--- src/rtl/fc_quant_wb_ctrl_pkg.sv ---
// Shared definitions for the FC output phase: FSM encoding, requantization
// constants, saturation bounds and the byte-lane helpers.
package fc_quant_wb_ctrl_pkg;

    typedef enum logic [1:0] {
        ST_IDLE  = 2'd0,
        ST_RUN   = 2'd1,
        ST_FLUSH = 2'd2,
        ST_DONE  = 2'd3
    } state_e;

    // Layer rule selector values carried on fc_state.
    localparam logic FC1_STATE = 1'b0;
    localparam logic FC2_STATE = 1'b1;

    // Round-half-up offsets and arithmetic shift amounts.
    localparam int FC1_ROUND = 32;
    localparam int FC1_SHIFT = 6;
    localparam int FC2_ROUND = 16;
    localparam int FC2_SHIFT = 5;

    // Saturation bounds (FC1 output is non-negative, FC2 is full int8).
    localparam int SAT_MAX     = 127;
    localparam int FC1_SAT_MIN = 0;
    localparam int FC2_SAT_MIN = -128;

    // Requantize one 32-bit accumulator to int8. The rounding add is done
    // in 33 bits so that 0x7FFFFFFF + round stays positive.
    function automatic logic [7:0] requant(input logic rule, input logic [31:0] acc);
        logic signed [32:0] wide;
        logic signed [32:0] shifted;
        logic signed [32:0] lo;
        logic signed [32:0] hi;
        wide = $signed({acc[31], acc});
        hi   = 33'(SAT_MAX);
        if (rule == FC2_STATE) begin
            shifted = (wide + 33'(FC2_ROUND)) >>> FC2_SHIFT;
            lo      = 33'(FC2_SAT_MIN);
        end else begin
            shifted = (wide + 33'(FC1_ROUND)) >>> FC1_SHIFT;
            lo      = 33'(FC1_SAT_MIN);
        end
        if (shifted > hi) begin
            shifted = hi;
        end else if (shifted < lo) begin
            shifted = lo;
        end
        return shifted[7:0];
    endfunction

    // Byte mask covering lanes 0..last_lane.
    function automatic logic [3:0] fill_mask(input logic [1:0] last_lane);
        case (last_lane)
            2'd0:    return 4'b0001;
            2'd1:    return 4'b0011;
            2'd2:    return 4'b0111;
            default: return 4'b1111;
        endcase
    endfunction

endpackage

--- src/rtl/fc_byte_packer.sv ---
// Packs int8 results into 32-bit words (lane 0 first) and drives the
// activation SRAM write port with an auto-incrementing word address.
module fc_byte_packer
    import fc_quant_wb_ctrl_pkg::*;
#(
    parameter int ADDR_W = 10
) (
    input  logic              clk,
    input  logic              srstn,
    input  logic              load,
    input  logic [ADDR_W-1:0] base_addr,
    input  logic              in_valid,
    input  logic [7:0]        in_byte,
    input  logic              in_last,
    output logic              empty,
    output logic              sram_wen,
    output logic [ADDR_W-1:0] sram_waddr,
    output logic [31:0]       sram_wdata,
    output logic [3:0]        sram_bytemask
);

    logic [1:0]        lane_q,  lane_d;
    logic [31:0]       pack_q,  pack_d;
    logic [ADDR_W-1:0] addr_q,  addr_d;
    logic              wen_q,   wen_d;
    logic [ADDR_W-1:0] waddr_q, waddr_d;
    logic [31:0]       wdata_q, wdata_d;
    logic [3:0]        mask_q,  mask_d;
    logic [31:0]       merged;

    assign empty         = (lane_q == 2'd0);
    assign sram_wen      = wen_q;
    assign sram_waddr    = waddr_q;
    assign sram_wdata    = wdata_q;
    assign sram_bytemask = mask_q;

    // Merge the incoming byte into its lane; emit a word when lane 3 fills
    // or the layer ends, otherwise advance the lane.
    always_comb begin
        lane_d  = lane_q;
        pack_d  = pack_q;
        addr_d  = addr_q;
        wen_d   = 1'b1;
        waddr_d = waddr_q;
        wdata_d = wdata_q;
        mask_d  = mask_q;
        merged  = pack_q;
        merged[{lane_q, 3'b000} +: 8] = in_byte;
        if (load) begin
            lane_d = 2'd0;
            pack_d = '0;
            addr_d = base_addr;
        end else if (in_valid) begin
            if (lane_q == 2'd3 || in_last) begin
                // Unfilled upper lanes of a partial word are still zero.
                wen_d   = 1'b0;
                waddr_d = addr_q;
                wdata_d = merged;
                mask_d  = fill_mask(lane_q);
                addr_d  = addr_q + ADDR_W'(1);
                lane_d  = 2'd0;
                pack_d  = '0;
            end else begin
                lane_d = lane_q + 2'd1;
                pack_d = merged;
            end
        end
    end

    // Packer and write-port registers with synchronous reset.
    always_ff @(posedge clk) begin
        if (!srstn) begin
            lane_q  <= 2'd0;
            pack_q  <= '0;
            addr_q  <= '0;
            wen_q   <= 1'b1;
            waddr_q <= '0;
            wdata_q <= '0;
            mask_q  <= '0;
        end else begin
            lane_q  <= lane_d;
            pack_q  <= pack_d;
            addr_q  <= addr_d;
            wen_q   <= wen_d;
            waddr_q <= waddr_d;
            wdata_q <= wdata_d;
            mask_q  <= mask_d;
        end
    end

endmodule

--- src/rtl/fc_quant_wb_ctrl.sv ---
// FC layer output-phase controller: accepts accumulator results, requantizes
// them to int8 in one registered stage and hands them to the byte packer,
// which writes packed words to the activation SRAM.
module fc_quant_wb_ctrl
    import fc_quant_wb_ctrl_pkg::*;
#(
    parameter int ADDR_W = 10,
    parameter int LEN_W  = 10
) (
    input  logic              clk,
    input  logic              srstn,
    input  logic              start,
    input  logic              fc_state,
    input  logic [LEN_W-1:0]  out_len,
    input  logic [ADDR_W-1:0] base_addr,
    input  logic              acc_valid,
    input  logic [31:0]       acc_data,
    output logic              acc_ready,
    output logic              sram_wen,
    output logic [ADDR_W-1:0] sram_waddr,
    output logic [31:0]       sram_wdata,
    output logic [3:0]        sram_bytemask,
    output logic              busy,
    output logic              done
);

    state_e           state_q, state_d;
    logic             fc_q,    fc_d;
    logic [LEN_W-1:0] len_q,   len_d;
    logic [LEN_W-1:0] cnt_q,   cnt_d;
    logic [LEN_W-1:0] cnt_inc;
    logic             q_valid_q, q_valid_d;
    logic             q_last_q,  q_last_d;
    logic [7:0]       q_byte_q,  q_byte_d;
    logic             done_q,    done_d;
    logic             xfer;
    logic             load;
    logic             pack_empty;

    assign acc_ready = (state_q == ST_RUN) && (cnt_q < len_q);
    assign busy      = (state_q != ST_IDLE);
    assign done      = done_q;
    assign xfer      = acc_valid && acc_ready;
    assign load      = (state_q == ST_IDLE) && start;
    assign cnt_inc   = cnt_q + LEN_W'(1);

    // Next-state logic: latch the job on start, count transfers, drain, finish.
    // NOTE: every signal gets its default before the case so no path leaves
    // it unassigned, which would otherwise infer a latch.
    always_comb begin
        state_d = state_q;
        fc_d    = fc_q;
        len_d   = len_q;
        cnt_d   = cnt_q;
        done_d  = (state_q == ST_DONE);
        case (state_q)
            ST_IDLE: begin
                if (start) begin
                    fc_d    = fc_state;
                    len_d   = out_len;
                    cnt_d   = '0;
                    state_d = (out_len == '0) ? ST_DONE : ST_RUN;
                end
            end
            ST_RUN: begin
                if (xfer) begin
                    cnt_d = cnt_inc;
                    if (cnt_inc == len_q) state_d = ST_FLUSH;
                end
            end
            ST_FLUSH: begin
                // The last result leaves the quantize stage this edge, so the
                // final word is on the SRAM port while in DONE.
                if ((q_valid_q && q_last_q) || (!q_valid_q && pack_empty)) begin
                    state_d = ST_DONE;
                end
            end
            ST_DONE: state_d = ST_IDLE;
            default: state_d = ST_IDLE;
        endcase
    end

    // Quantize stage input: capture each transferred result and mark the last.
    always_comb begin
        q_valid_d = xfer;
        q_last_d  = xfer && (cnt_inc == len_q);
        q_byte_d  = xfer ? requant(fc_q, acc_data) : q_byte_q;
    end

    // Control and quantize-stage registers with synchronous reset.
    // NOTE: non-blocking assignments so all flops update from pre-edge values.
    always_ff @(posedge clk) begin
        if (!srstn) begin
            state_q   <= ST_IDLE;
            fc_q      <= FC1_STATE;
            len_q     <= '0;
            cnt_q     <= '0;
            q_valid_q <= 1'b0;
            q_last_q  <= 1'b0;
            q_byte_q  <= '0;
            done_q    <= 1'b0;
        end else begin
            state_q   <= state_d;
            fc_q      <= fc_d;
            len_q     <= len_d;
            cnt_q     <= cnt_d;
            q_valid_q <= q_valid_d;
            q_last_q  <= q_last_d;
            q_byte_q  <= q_byte_d;
            done_q    <= done_d;
        end
    end

    fc_byte_packer #(
        .ADDR_W(ADDR_W)
    ) u_packer (
        .clk           (clk),
        .srstn         (srstn),
        .load          (load),
        .base_addr     (base_addr),
        .in_valid      (q_valid_q),
        .in_byte       (q_byte_q),
        .in_last       (q_last_q),
        .empty         (pack_empty),
        .sram_wen      (sram_wen),
        .sram_waddr    (sram_waddr),
        .sram_wdata    (sram_wdata),
        .sram_bytemask (sram_bytemask)
    );

endmodule

--- config.mk ---
export PLATFORM = sky130hd
export DESIGN_NAME = fc_quant_wb_ctrl
export DESIGN_NICKNAME = d
export VERILOG_FILES = /design/src/rtl/fc_quant_wb_ctrl_pkg.sv /design/src/rtl/fc_byte_packer.sv /design/src/rtl/fc_quant_wb_ctrl.sv
export SDC_FILE = /design/constraint.sdc
export NUM_CORES = 1
export LEC_CHECK = 0
export ABC_AREA = 1
export BUFFER_PORTS_ARGS = -buffer_cell sky130_fd_sc_hd__buf_2
export CAP_MARGIN = 20
export CORE_UTILIZATION = 35
export DETAILED_ROUTE_END_ITERATION = 7
export GPL_TIMING_DRIVEN = 0
export PLACE_DENSITY_LB_ADDON = 0.12
export SLEW_MARGIN = 0
export SYNTH_ARGS = -nofsm -noshare
export SYNTH_HDL_FRONTEND = slang
export SYNTH_HIERARCHICAL = 1
export SYNTH_SLANG_ARGS = --single-unit
--- constraint.sdc ---
create_clock -name clk -period 2.2 [get_ports clk]
set_input_delay 0.44 -clock clk [delete_from_list [all_inputs] [get_ports clk]]
set_output_delay 0.44 -clock clk [all_outputs]
set_load 0.01 [all_outputs]
==> results.md <==
- The run finished, with violations left.
- The final reports fail on negative setup slack.
- A synthesized cell averages 6.26 um^2.
- The number of buffer cells added on primary ports is 100.
- The maximum clock skew at final layout is 0.0119 ns.
- The number of nets still failing antenna checks after routing is 0.
- The number of warnings reported in the yosys synthesis log is 6.
- The highest cell delay on the worst timing path is 0.36 ns.
- In this run the power density over the cells is 806 mW/mm^2.
- The total internal power is ~5400 uW.
- The final-report max-slew violation count is 0.
- The met3 track demand over resource in global routing is about 2.8%.
- The area occupied by registers is 0.00253 mm^2.
- The congestion estimate from routability-driven global placement came to around 0.91.
- The largest individual stage delay along the critical path comes from the cell sky130_fd_sc_hd__dfxtp_4.
- Traced cell by cell, the critical path runs through ha_4, inv_2, nor2_2, o211ai_1, o2111ai_2, nor2_2, buf_2.
- Summed over all layers, the global routing overflow is 0.
- The sum of buffers and inverters on the critical path is 2.
- Timing analysis after detailed placement gives a worst setup slack of -0.732 ns.
- The height of the chip is 153 um.
- The count of unresolved DRC violations after routing is 0.
- The number of buffers added by the clock tree synthesis step is 17.
- Counting cells, the worst reg-to-reg path comes to 13.
- The met2 usage is 36.9%.
- Summing all multi-input logic gate instances after layout gives 0.00529 mm^2.
- Entering global routing, the biggest net connects 17 pins.
- The final cell utilization of the core is 45.9%.
- For this configuration, the core starts out at a cell density of 35.6%.
- Clock-pin slew was measured on the worst setup and hold paths at ~0.060 ns.
- The signed area change from the synthesized netlist to the final layout is 29.1%.
- In the final layout, the share of cells above drive strength 1 is about 25%.
- The count of hold-fix buffers inserted at cts is 0.
- The total clock sinks is 125.
- The TritonCTS clock tree is done.
- The post-synthesis instance total is between 1,000 and 1,500.
- The largest vdd supply drop is 0.461 mV.
- The maximum clock frequency is 0.447 GHz.
- The worst path in the final design needs a cycle of 2.24 ns, including I/O delays and setup.
- The maximum fanout along the worst path is 4.
- The critical path crosses 7 cells after its start point.
- In the final routed layout, each cell accounts on average for 14.9 um.
- The share of total power dissipated in sequential elements is 32.9%.
- The number of global-route vias before repair is 7,945.
- The number of antenna violations at the first check in global routing is 0.
- Combinational logic is responsible for about 33% of the overall power.
- For met1 alone, demand over resource in global routing was about 29%.
- The static power due to leakage is approximately 0.0046 uW.
- 0 antenna diodes ended up in the layout.
- Grouping stages by cell kind, the critical path spends the most delay in flip-flops.
- The min-delay analysis places its worst path in the category in -> reg.
- STA puts the critical path data required time at 1.76 ns.
- CTS built an H-tree with a depth of 4.
- The detailed router placed 8,742 vias in this run.
- After synthesis, the share of flip-flops with an asynchronous set or reset is 0%.
- The number of different library cells used by synthesis comes to 46.
- The sequential cell area fraction in the yosys report is 31.2%.
- The normalized max-slew margin is 59.7%.
- Setup repair after global routing could not meet its margin everywhere.
- The path type of the worst setup path is reg -> out.
- The master cell of the clock root buffer is sky130_fd_sc_hd__clkbuf_16.
- The most heavily used metal layer in global routing is met2.
- The clock insertion delay at the later pin of the skew report is 0.42 ns.
- The synthesized netlist occupies a cell area of 0.00803 mm^2.
- The worst path setup slack after routing is -0.0383 ns.
- The floorplan die width is roughly 150 um.
- The final period utilization is 102%.
- The tool flagged a number of max-cap violations equal to 0.
- The completed layout was analyzed and its total power is 8360 uW.
- The share of total power dissipated in the clock network is 33.9%.
- The data arrival at the endpoint of the critical path is 1.80 ns.
- The first-pass iteration count of the detailed router is 5.
- The transition time at the pin with the least slew margin is 0.605 ns.
- The first global-routing pass estimated 40,800 um of wire.
- Among all flip-flop cells after synthesis, the most frequent one is sky130_fd_sc_hd__dfxtp_1.
- The floorplan has 55 rows.
- When the netlist entered floorplanning its net count stood at roughly 1,400.
- The net total in the final layout is 1,516.
- The final routed wirelength across all metal layers is roughly 26,000 um.
- The worst hold path was traced through 5 stages.
- For this run, the total global-route usage over all layers was measured as 21.8%.
- The post-detailed-placement half-perimeter wirelength is around 19,000 um.
- In the final timing run, aggregate negative setup slack is -0.0383 ns.
- The die area is 0.0236 mm^2.
- The startpoint kind of the worst setup timing path is a flop.
- The maximum number of buffers from clock root to sink is 2.
- Setup violations remaining at the end of the flow were counted as 1.
- The number of filler instances in the final layout is 2,418.
- The core area is between 0.02 and 0.025 mm^2.
- The total count of hold-check failures in the final report is 0.
- 107 I/O pins were placed.
- In this run the power spent charging and discharging nets is 2980 uW.
- The fraction of power spent switching nets is 35.6%.
- Counting stages on the worst path, the most repeated cell is sky130_fd_sc_hd__nor2_2.
- Synthesis inferred 125 register bits.
- The type of destination of the critical path is a primary output.
- The via density per instance is a little over 5.
- The number of design-rule violations left by the first detailed-router iteration is 625.
- Counting flops with a built-in enable in the synthesized netlist gives 0.
## state kept, by name (all words and copies together), names as in the netlist, 2 cells and up
signal                  flops
u_packer/pack_q            32
u_packer/addr_q            10
u_packer/sram_wdata        32
u_packer/sram_bytemask      4
cnt_q                      10
q_byte_q                    8
u_packer/lane_q             2
u_packer/sram_waddr        10
state_q                     2
len_q                      10
## area by class of cell
cell class              instances  share of cell area [%]
plain buffers                  47                    2.63
clock buffers                  23                    4.61
clock inverters                 7                    1.09
inverters                     146                    5.41
multi-input cells             965                    51.0
flip-flops and latches        125                    24.4
well taps                     285                    3.44
repair buffers                132                    7.48
## metrics by stage
step,cell area (um^2),hold slack (ns),instances
floorplan,8030,0.444,1283
CTS,9780,0.319,1708
detailed placement,8890,0.442,1668
finish,10400,0.323,1730
global route,10400,0.339,1730
global placement,8890,0.431,1668
## worst min-delay path, stage by stage
cell	delay (ns)
sky130_fd_sc_hd__buf_2	0.07
sky130_fd_sc_hd__nand2_1	0.04
sky130_fd_sc_hd__o21ai_1	0.06
sky130_fd_sc_hd__nand2_1	0.05
sky130_fd_sc_hd__nand2_1	0.05
## what timing repair did
action,CTS,global route
resized for setup,63,142
endpoints found under the setup margin,22,84
buffers inserted,10,22
pin swaps,20,28
## final timing paths
| check | start | endpoint | slack [ns] |
|---|---|---|---|
| setup / recovery | cnt_q[1] | acc_ready | -0.04 |
| hold / removal | base_addr[7] | u_packer/addr_q[7] | 0.32 |
| setup reg to reg | cnt_q[0] | state_q[1] | 0.04 |
| hold reg to reg | u_packer/sram_bytemask[0] | u_packer/sram_bytemask[0] | 0.46 |
## cells in the final DEF, fill, tap and decap left out, types with 7 or more instances in the layout
cell	count
sky130_fd_sc_hd__inv_1	120
sky130_fd_sc_hd__nand2_1	325
sky130_fd_sc_hd__clkbuf_1	17
sky130_fd_sc_hd__ha_1	13
sky130_fd_sc_hd__a211oi_1	7
sky130_fd_sc_hd__nor2_1	122
sky130_fd_sc_hd__o21ai_1	52
sky130_fd_sc_hd__buf_6	10
sky130_fd_sc_hd__dfxtp_2	16
sky130_fd_sc_hd__nand4_1	25
sky130_fd_sc_hd__a21oi_1	82
sky130_fd_sc_hd__nand3_2	10
sky130_fd_sc_hd__buf_2	107
sky130_fd_sc_hd__xor2_1	10
sky130_fd_sc_hd__ha_4	11
sky130_fd_sc_hd__clkbuf_16	17
sky130_fd_sc_hd__nand2_4	7
sky130_fd_sc_hd__nand3_1	95
sky130_fd_sc_hd__nor2_4	28
sky130_fd_sc_hd__nand2_2	26
sky130_fd_sc_hd__inv_2	20
sky130_fd_sc_hd__nor2_2	21
sky130_fd_sc_hd__o21ai_0	64
sky130_fd_sc_hd__buf_4	37
sky130_fd_sc_hd__dfxtp_1	108
sky130_fd_sc_hd__nor3_1	9
## synthesized netlist by cell type, types with 3 or more instances
cell type	instances	area (um^2)
sky130_fd_sc_hd__nand2_1	350	1310
sky130_fd_sc_hd__nor2_1	146	548
sky130_fd_sc_hd__inv_1	136	510
sky130_fd_sc_hd__dfxtp_1	125	2500
sky130_fd_sc_hd__nand3_1	106	531
sky130_fd_sc_hd__a21oi_1	84	420
sky130_fd_sc_hd__o21ai_0	79	395
sky130_fd_sc_hd__o21ai_1	42	210
sky130_fd_sc_hd__ha_1	25	313
sky130_fd_sc_hd__nand4_1	25	156
sky130_fd_sc_hd__clkbuf_1	20	75.1
sky130_fd_sc_hd__buf_2	15	75.1
sky130_fd_sc_hd__nor2_2	15	93.8
sky130_fd_sc_hd__nor2_4	10	113
sky130_fd_sc_hd__nor3_1	10	50.1
sky130_fd_sc_hd__o22ai_1	10	62.6
sky130_fd_sc_hd__xor2_1	10	87.6
sky130_fd_sc_hd__a211oi_1	9	67.6
sky130_fd_sc_hd__a31oi_1	7	43.8
sky130_fd_sc_hd__inv_2	6	22.5
sky130_fd_sc_hd__buf_6	5	56.3
sky130_fd_sc_hd__nand2_2	5	31.3
sky130_fd_sc_hd__xnor2_1	4	35.0
sky130_fd_sc_hd__buf_1	3	11.3
sky130_fd_sc_hd__buf_4	3	22.5
sky130_fd_sc_hd__clkinv_1	3	11.3
sky130_fd_sc_hd__nand2_4	3	33.8
sky130_fd_sc_hd__nand3_2	3	30.0
## metal layers
metal,wire length (um),vias up
met3,975,26
met2,12400,227
met1,12000,3995
li1,-,4494
met4,384,0
met5,0,-
## power groups by stage
stage	clock network [uW]	logic, uW	registers (uW)
floorplan	0	1630	2660
global placement	0	2250	2730
detailed placement	0	2240	2730
CTS	2900	2480	2730
global route	3000	3080	2780
finish	2840	2770	2750
## cell families (layout without fill, tap and decap cells)
| logic type | Yosys count | after routing | share of synthesized area, % |
|---|---|---|---|
| muxes | 1 | 1 | 0.125 |
| adders and majority gates | 25 | 25 | 3.90 |
| DFF | 125 | 125 | 31.2 |
| buffers and inverters | 193 | 355 | 9.97 |
| xor gates and xnor gates | 14 | 14 | 1.53 |
| and+or+nand+nor | 681 | 681 | 36.8 |
| AOI/OAI and AO/OA | 244 | 244 | 16.5 |
Note: power is estimated with default switching activity, not from simulation.
